### src/rtl/spike_evt_pkg.sv
// Shared constants and helpers for the spike readout path.
package spike_evt_pkg;

    localparam int DROP_CNT_W = 16;

    // Column address width, never narrower than one bit.
    function automatic int col_width(input int n);
        return (n <= 1) ? 1 : $clog2(n);
    endfunction

endpackage

### src/rtl/spike_event_fifo.sv
// Generic synchronous show-ahead FIFO: dout is the head entry whenever not empty.
module spike_event_fifo #(
    parameter int WIDTH = 8,
    parameter int DEPTH = 8
) (
    input  logic                   clk_i,
    input  logic                   reset_i,
    input  logic                   push_i,
    input  logic                   pop_i,
    input  logic [WIDTH-1:0]       din_i,
    output logic [WIDTH-1:0]       dout_o,
    output logic                   empty_o,
    output logic                   full_o,
    output logic [$clog2(DEPTH):0] level_o
);

    localparam int AW = $clog2(DEPTH);

    logic [WIDTH-1:0] mem_q [DEPTH];
    logic [AW-1:0]    wr_q, wr_d;
    logic [AW-1:0]    rd_q, rd_d;
    logic [AW:0]      cnt_q, cnt_d;
    logic             do_push, do_pop;

    assign empty_o = (cnt_q == '0);
    assign full_o  = (cnt_q == (AW+1)'(DEPTH));
    assign do_push = push_i && !full_o;
    assign do_pop  = pop_i && !empty_o;
    assign dout_o  = mem_q[rd_q];
    assign level_o = cnt_q;

    always_comb begin
        wr_d  = wr_q;
        rd_d  = rd_q;
        cnt_d = cnt_q;
        if (do_push) wr_d = wr_q + AW'(1);
        if (do_pop)  rd_d = rd_q + AW'(1);
        if (do_push && !do_pop)      cnt_d = cnt_q + (AW+1)'(1);
        else if (do_pop && !do_push) cnt_d = cnt_q - (AW+1)'(1);
    end

    always_ff @(posedge clk_i) begin
        if (reset_i) begin
            wr_q  <= '0;
            rd_q  <= '0;
            cnt_q <= '0;
            for (int i = 0; i < DEPTH; i++) mem_q[i] <= '0;
        end else begin
            wr_q  <= wr_d;
            rd_q  <= rd_d;
            cnt_q <= cnt_d;
            if (do_push) mem_q[wr_q] <= din_i;
        end
    end

endmodule

### src/rtl/spike_out_collector.sv
// Latches per-column spike pulses with their fire time, arbitrates round-robin
// into an event FIFO and counts spikes that arrive while their column is busy.
module spike_out_collector
    import spike_evt_pkg::*;
#(
    parameter  int NUM_COLS   = 1,
    parameter  int TS_WIDTH   = 16,
    parameter  int FIFO_DEPTH = 8,
    localparam int COL_W      = col_width(NUM_COLS),
    localparam int LVL_W      = $clog2(FIFO_DEPTH) + 1
) (
    input  logic                  clk_i,
    input  logic                  reset_i,
    input  logic [NUM_COLS-1:0]   spike_in_i,
    output logic                  event_valid_o,
    input  logic                  event_ready_i,
    output logic [COL_W-1:0]      event_col_o,
    output logic [TS_WIDTH-1:0]   event_time_o,
    output logic [NUM_COLS-1:0]   pending_o,
    output logic [LVL_W-1:0]      fifo_level_o,
    output logic [DROP_CNT_W-1:0] dropped_count_o
);

    typedef struct packed {
        logic [COL_W-1:0]    col;
        logic [TS_WIDTH-1:0] ts;
    } spike_event_t;

    logic [TS_WIDTH-1:0]                ts_q, ts_d;
    logic [NUM_COLS-1:0]                pend_q, pend_d;
    logic [NUM_COLS-1:0][TS_WIDTH-1:0]  cts_q, cts_d;
    logic [COL_W-1:0]                   ptr_q, ptr_d;
    logic [DROP_CNT_W-1:0]              drop_q, drop_d;

    logic                gnt_vld;
    logic [COL_W-1:0]    gnt_col;
    logic [TS_WIDTH-1:0] gnt_ts;
    logic [NUM_COLS-1:0] gnt_oh;
    logic [NUM_COLS-1:0] drop_vec;
    logic [DROP_CNT_W:0] ndrop, drop_sum;

    logic         fifo_full, fifo_empty;
    spike_event_t push_evt, head_evt;

    assign ts_d = ts_q + TS_WIDTH'(1);

    // Search upward from the pointer first, then wrap from column 0.
    always_comb begin
        gnt_vld = 1'b0;
        gnt_col = '0;
        gnt_ts  = '0;
        gnt_oh  = '0;
        if (!fifo_full) begin
            for (int j = 0; j < NUM_COLS; j++) begin
                if (!gnt_vld && pend_q[j] && (j >= int'(ptr_q))) begin
                    gnt_vld   = 1'b1;
                    gnt_col   = COL_W'(j);
                    gnt_ts    = cts_q[j];
                    gnt_oh[j] = 1'b1;
                end
            end
            for (int j = 0; j < NUM_COLS; j++) begin
                if (!gnt_vld && pend_q[j]) begin
                    gnt_vld   = 1'b1;
                    gnt_col   = COL_W'(j);
                    gnt_ts    = cts_q[j];
                    gnt_oh[j] = 1'b1;
                end
            end
        end
    end

    always_comb begin
        ptr_d = ptr_q;
        if (gnt_vld) begin
            if (int'(gnt_col) >= NUM_COLS - 1) ptr_d = '0;
            else                               ptr_d = gnt_col + COL_W'(1);
        end
    end

    // A granted column frees its latch this cycle, so a coincident spike is kept.
    always_comb begin
        pend_d   = pend_q;
        cts_d    = cts_q;
        drop_vec = '0;
        for (int j = 0; j < NUM_COLS; j++) begin
            if (gnt_oh[j]) pend_d[j] = 1'b0;
            if (spike_in_i[j]) begin
                if (pend_q[j] && !gnt_oh[j]) begin
                    drop_vec[j] = 1'b1;
                end else begin
                    pend_d[j] = 1'b1;
                    cts_d[j]  = ts_q;
                end
            end
        end
    end

    always_comb begin
        ndrop = '0;
        for (int j = 0; j < NUM_COLS; j++) begin
            if (drop_vec[j]) ndrop = ndrop + (DROP_CNT_W+1)'(1);
        end
        drop_sum = {1'b0, drop_q} + ndrop;
        drop_d   = drop_sum[DROP_CNT_W] ? '1 : drop_sum[DROP_CNT_W-1:0];
    end

    always_ff @(posedge clk_i) begin
        if (reset_i) begin
            ts_q   <= '0;
            pend_q <= '0;
            cts_q  <= '0;
            ptr_q  <= '0;
            drop_q <= '0;
        end else begin
            ts_q   <= ts_d;
            pend_q <= pend_d;
            cts_q  <= cts_d;
            ptr_q  <= ptr_d;
            drop_q <= drop_d;
        end
    end

    assign push_evt.col = gnt_col;
    assign push_evt.ts  = gnt_ts;

    spike_event_fifo #(
        .WIDTH ($bits(spike_event_t)),
        .DEPTH (FIFO_DEPTH)
    ) u_fifo (
        .clk_i   (clk_i),
        .reset_i (reset_i),
        .push_i  (gnt_vld),
        .pop_i   (event_ready_i),
        .din_i   (push_evt),
        .dout_o  (head_evt),
        .empty_o (fifo_empty),
        .full_o  (fifo_full),
        .level_o (fifo_level_o)
    );

    assign event_valid_o   = !fifo_empty;
    assign event_col_o     = head_evt.col;
    assign event_time_o    = head_evt.ts;
    assign pending_o       = pend_q;
    assign dropped_count_o = drop_q;

endmodule

### config.mk
export PLATFORM = sky130hd
export DESIGN_NAME = spike_out_collector
export DESIGN_NICKNAME = d
export VERILOG_FILES = /design/src/rtl/spike_evt_pkg.sv /design/src/rtl/spike_event_fifo.sv /design/src/rtl/spike_out_collector.sv
export SDC_FILE = /design/constraint.sdc
export NUM_CORES = 1
export LEC_CHECK = 0
export CORE_AREA = 2 2 147 163
export CTS_CLUSTER_DIAMETER = 30
export CTS_CLUSTER_SIZE = 12
export DETAILED_ROUTE_END_ITERATION = 12
export DIE_AREA = 0 0 149 165
export PLACE_DENSITY = 0.53
export SYNTH_ARGS = -nofsm -noshare
export SYNTH_HDL_FRONTEND = slang
export SYNTH_HIERARCHICAL = 1
export SYNTH_SLANG_ARGS = --single-unit
### constraint.sdc
create_clock -name clk_i -period 3.81 [get_ports clk_i]
set_input_delay 0.9525 -clock clk_i [delete_from_list [all_inputs] [get_ports clk_i]]
set_output_delay 0.9525 -clock clk_i [all_outputs]
set_load 0.005 [all_outputs]
==> impl_metrics.ini <==
[outcome]
status = finished clean

[global_route]
grt_pass1_vias = 5588
grt_max_degree = 69
grt_overflow_total = 0
antenna_found_initial = 0
grt_pass1_wl_um = 30800
gr-usage-all-layers = 0.169

[floorplanning]
die_area_um2 = 24600
die_w_um = 149
row_count = 58
ios = 43
start_util = 0.398
core_um2 = 22800
die_y_um = 165

[synthesis]
synth_largest_area_cell = edfxtp_1
yosysMostFrequentCell = and2_1
synth_edf_count = 136
seq_area_frac_synth = 0.588
synth_top_area_frac = 0.451
synthTopCellsByArea = edfxtp_1 (45%), dfxtp_1 (14%), and2_1 (9.7%), mux4_2 (8.5%), mux2_2 (2.4%)
async_flop_share = 0
synthTopCellsByCount = and2_1 (140), edfxtp_1 (136), dfxtp_1 (62), nand2_1 (46), mux4_2 (34)
synth_cell_types = 51
ys_warn_count = 6
synth-seq-cells = 198
synth_area_per_cell_um2 = 13.4
synthCells = 675
synth_area_um2 = 9060
synth_ff_type = edfxtp_1

[routing]
wl_um = 19400
wl_per_cell_um = 18.7
drt_iter0_drc = 281
drc_errors = 0
via_per_inst = 5.04
final_antenna_net_count = 0
vias = 5227
drtPass1Iterations = 4

[place]
gp_congestion = 0.759
port_buffers = 42
post-dp-hpwl_um = 11800

[clocking]
clock_latency_ps = 440
cts_tree = built
cts_root_buf = clkbuf_16
ctsHoldBuffers = 0
cts_max_level = 4
clk_pin_slew_ps = 70
ctsResizeCount = 0
clock_sinks = 198
cts_setup_buffers = 0
clk_path_buf_depth = 2
cts_buffers = 17

[finish]
syn_to_final_growth_pct = 14.8
nets = 738
nFillCells = 2060
multi_input_area_um2 = 3500
layout.area.seq_um2 = 5330
antennaDiodeCount = 0
drive_gt1_frac = 0.199

[worst_setup_path]
rrSetupSlack_ps = 740
worstSetupPathType = reg2out
cp.required_ps = 2860
critPathCaptureType = primary output
crit_fanout = 34
arrival_ps = 2390
cp-start-kind = register

[power]
p_switching_mw = 1.42
p_sw_frac = 0.262
seqPwrFrac = 0.459
p_clk_frac = 0.336
p_int_mw = 4.00
comb_power_share = 0.205
p_leak_nw = 3.66
powerDensity_nw_per_um2 = 521
peakVddDrop_uv = 347

[job]
cap_violations = 0

[sta]
fmax_ghz = 0.299
fin_skew_ps = 8.50
worstMarginPinSlew_ps = 1010
setup_viol = 0
relSlewSlack = 0.324
setup_tns_ps = 0
period_minus_slack_ps = 3340
rsz0062_at_grt = false
drv_slew = 0
fin_crit_sh = 0.878
hold_viol_final = 0
fin_hold_ws_ps = 456

[hold_path]
hold_class = reg2reg
[worst paths after layout]
| check | depth (start not counted) | to | startpoint |
|---|---|---|---|
| hold reg to reg | 2 | cts_q[13]$_SDFFE_PP0P_ | cts_q[13]$_SDFFE_PP0P_ |
| setup reg to reg | 12 | u_fifo/level_o[3]$_SDFFE_PP0P_ | u_fifo/level_o[1]$_SDFFE_PP0P_ |
| setup / recovery | 4 | event_time_o[8] | register |
| hold / removal | 2 | cts_q[13]$_SDFFE_PP0P_ | cts_q[13]$_SDFFE_PP0P_ |
[routing by layer]
metal,share of wire,GRT usage,up-vias
met5,0,0,-
met4,0.021,0.0632,0
met3,0.036,0.0296,28
met2,0.50,0.297,109
met1,0.44,0.209,2587
li1,-,-,2503
[state kept, by name, indices dropped and copies added, names as in the netlist, named ones only]
register / cells
u_fifo/mem_q: 136
cts_q: 16
dropped_count_o: 16
ts_q: 16
u_fifo/level_o: 4
u_fifo/rd_q: 3
u_fifo/wr_q: 3
pending_o: 1
[cell usage in the layout (no fill, tap or decap), types with 3 or more instances in the layout]
cell type / synthesis / layout
nor2_1: 31 / 31
nand4_1: 7 / 7
conb_1: 1 / 8
inv_1: 11 / 11
inv_6: 0 / 6
clkdlybuf4s50_1: 0 / 41
dfxtp_1: 62 / 61
and3_1: 3 / 3
nand3_1: 9 / 9
edfxtp_1: 136 / 136
mux2_2: 19 / 19
buf_4: 1 / 14
nor4_1: 3 / 3
and2_1: 140 / 140
a21oi_2: 10 / 10
and2_4: 6 / 6
nand2_1: 46 / 46
o21ai_1: 0 / 4
and2_2: 7 / 7
mux4_2: 34 / 34
clkbuf_16: 0 / 17
nor2b_1: 4 / 4
nor3_1: 5 / 5
nor3_4: 5 / 5
xor2_1: 11 / 11
ha_1: 8 / 8
a211oi_1: 3 / 3
a21oi_1: 28 / 28
and4_1: 3 / 3
xnor2_1: 15 / 15
[final cells by class]
class,instances,area share
Sequential cell,198,0.512
Multi-Input combinational cell,439,0.337
Timing Repair Buffer,58,0.0539
Clock buffer,17,0.0409
Tap cell,300,0.0361
Clock inverter,15,0.0159
Inverter,11,0.00397
[power groups by stage]
stage,Combinational (mW),Sequential [mW],Clock (mW)
after floorplan,0.742,2.51,0
after global placement,1.13,2.52,0
after detailed placement,1.13,2.54,0
after CTS,1.14,2.49,1.86
after global routing,1.22,2.50,1.95
final,1.11,2.48,1.82
[per-stage QoR]
stage          power, mW  cells   util  cell area [um^2]  worst slack [ps]
6_report            5.42   1038  0.456             10400               465
5_1_grt             5.66   1038  0.456             10400               374
4_1_cts             5.49   1038  0.456             10400               415
3_5_place_dp        3.67   1006  0.430              9810               715
3_3_place_gp        3.65   1006  0.430              9810               739
2_1_floorplan       3.25    682      -              9090               302
[cells by family after synthesis]
| family | after synthesis | synth area share |
|---|---|---|
| compound gates | 54 | 0.0377 |
| other cells | 1 | 0.000414 |
| fa+ha+maj | 9 | 0.0133 |
| simple gates | 287 | 0.196 |
| mux | 55 | 0.110 |
| buf+inv | 45 | 0.0296 |
| xor+xnor | 26 | 0.0251 |
| flops | 198 | 0.588 |
[critical path, cell delays in order (launching register included)]
cell             delay [ps]
dfxtp_2                 340
buf_12                  280
mux4_2                  560
mux2_2                  310
clkdlybuf4s50_1         450
No activity file was read; power rests on OpenSTA's default activity.
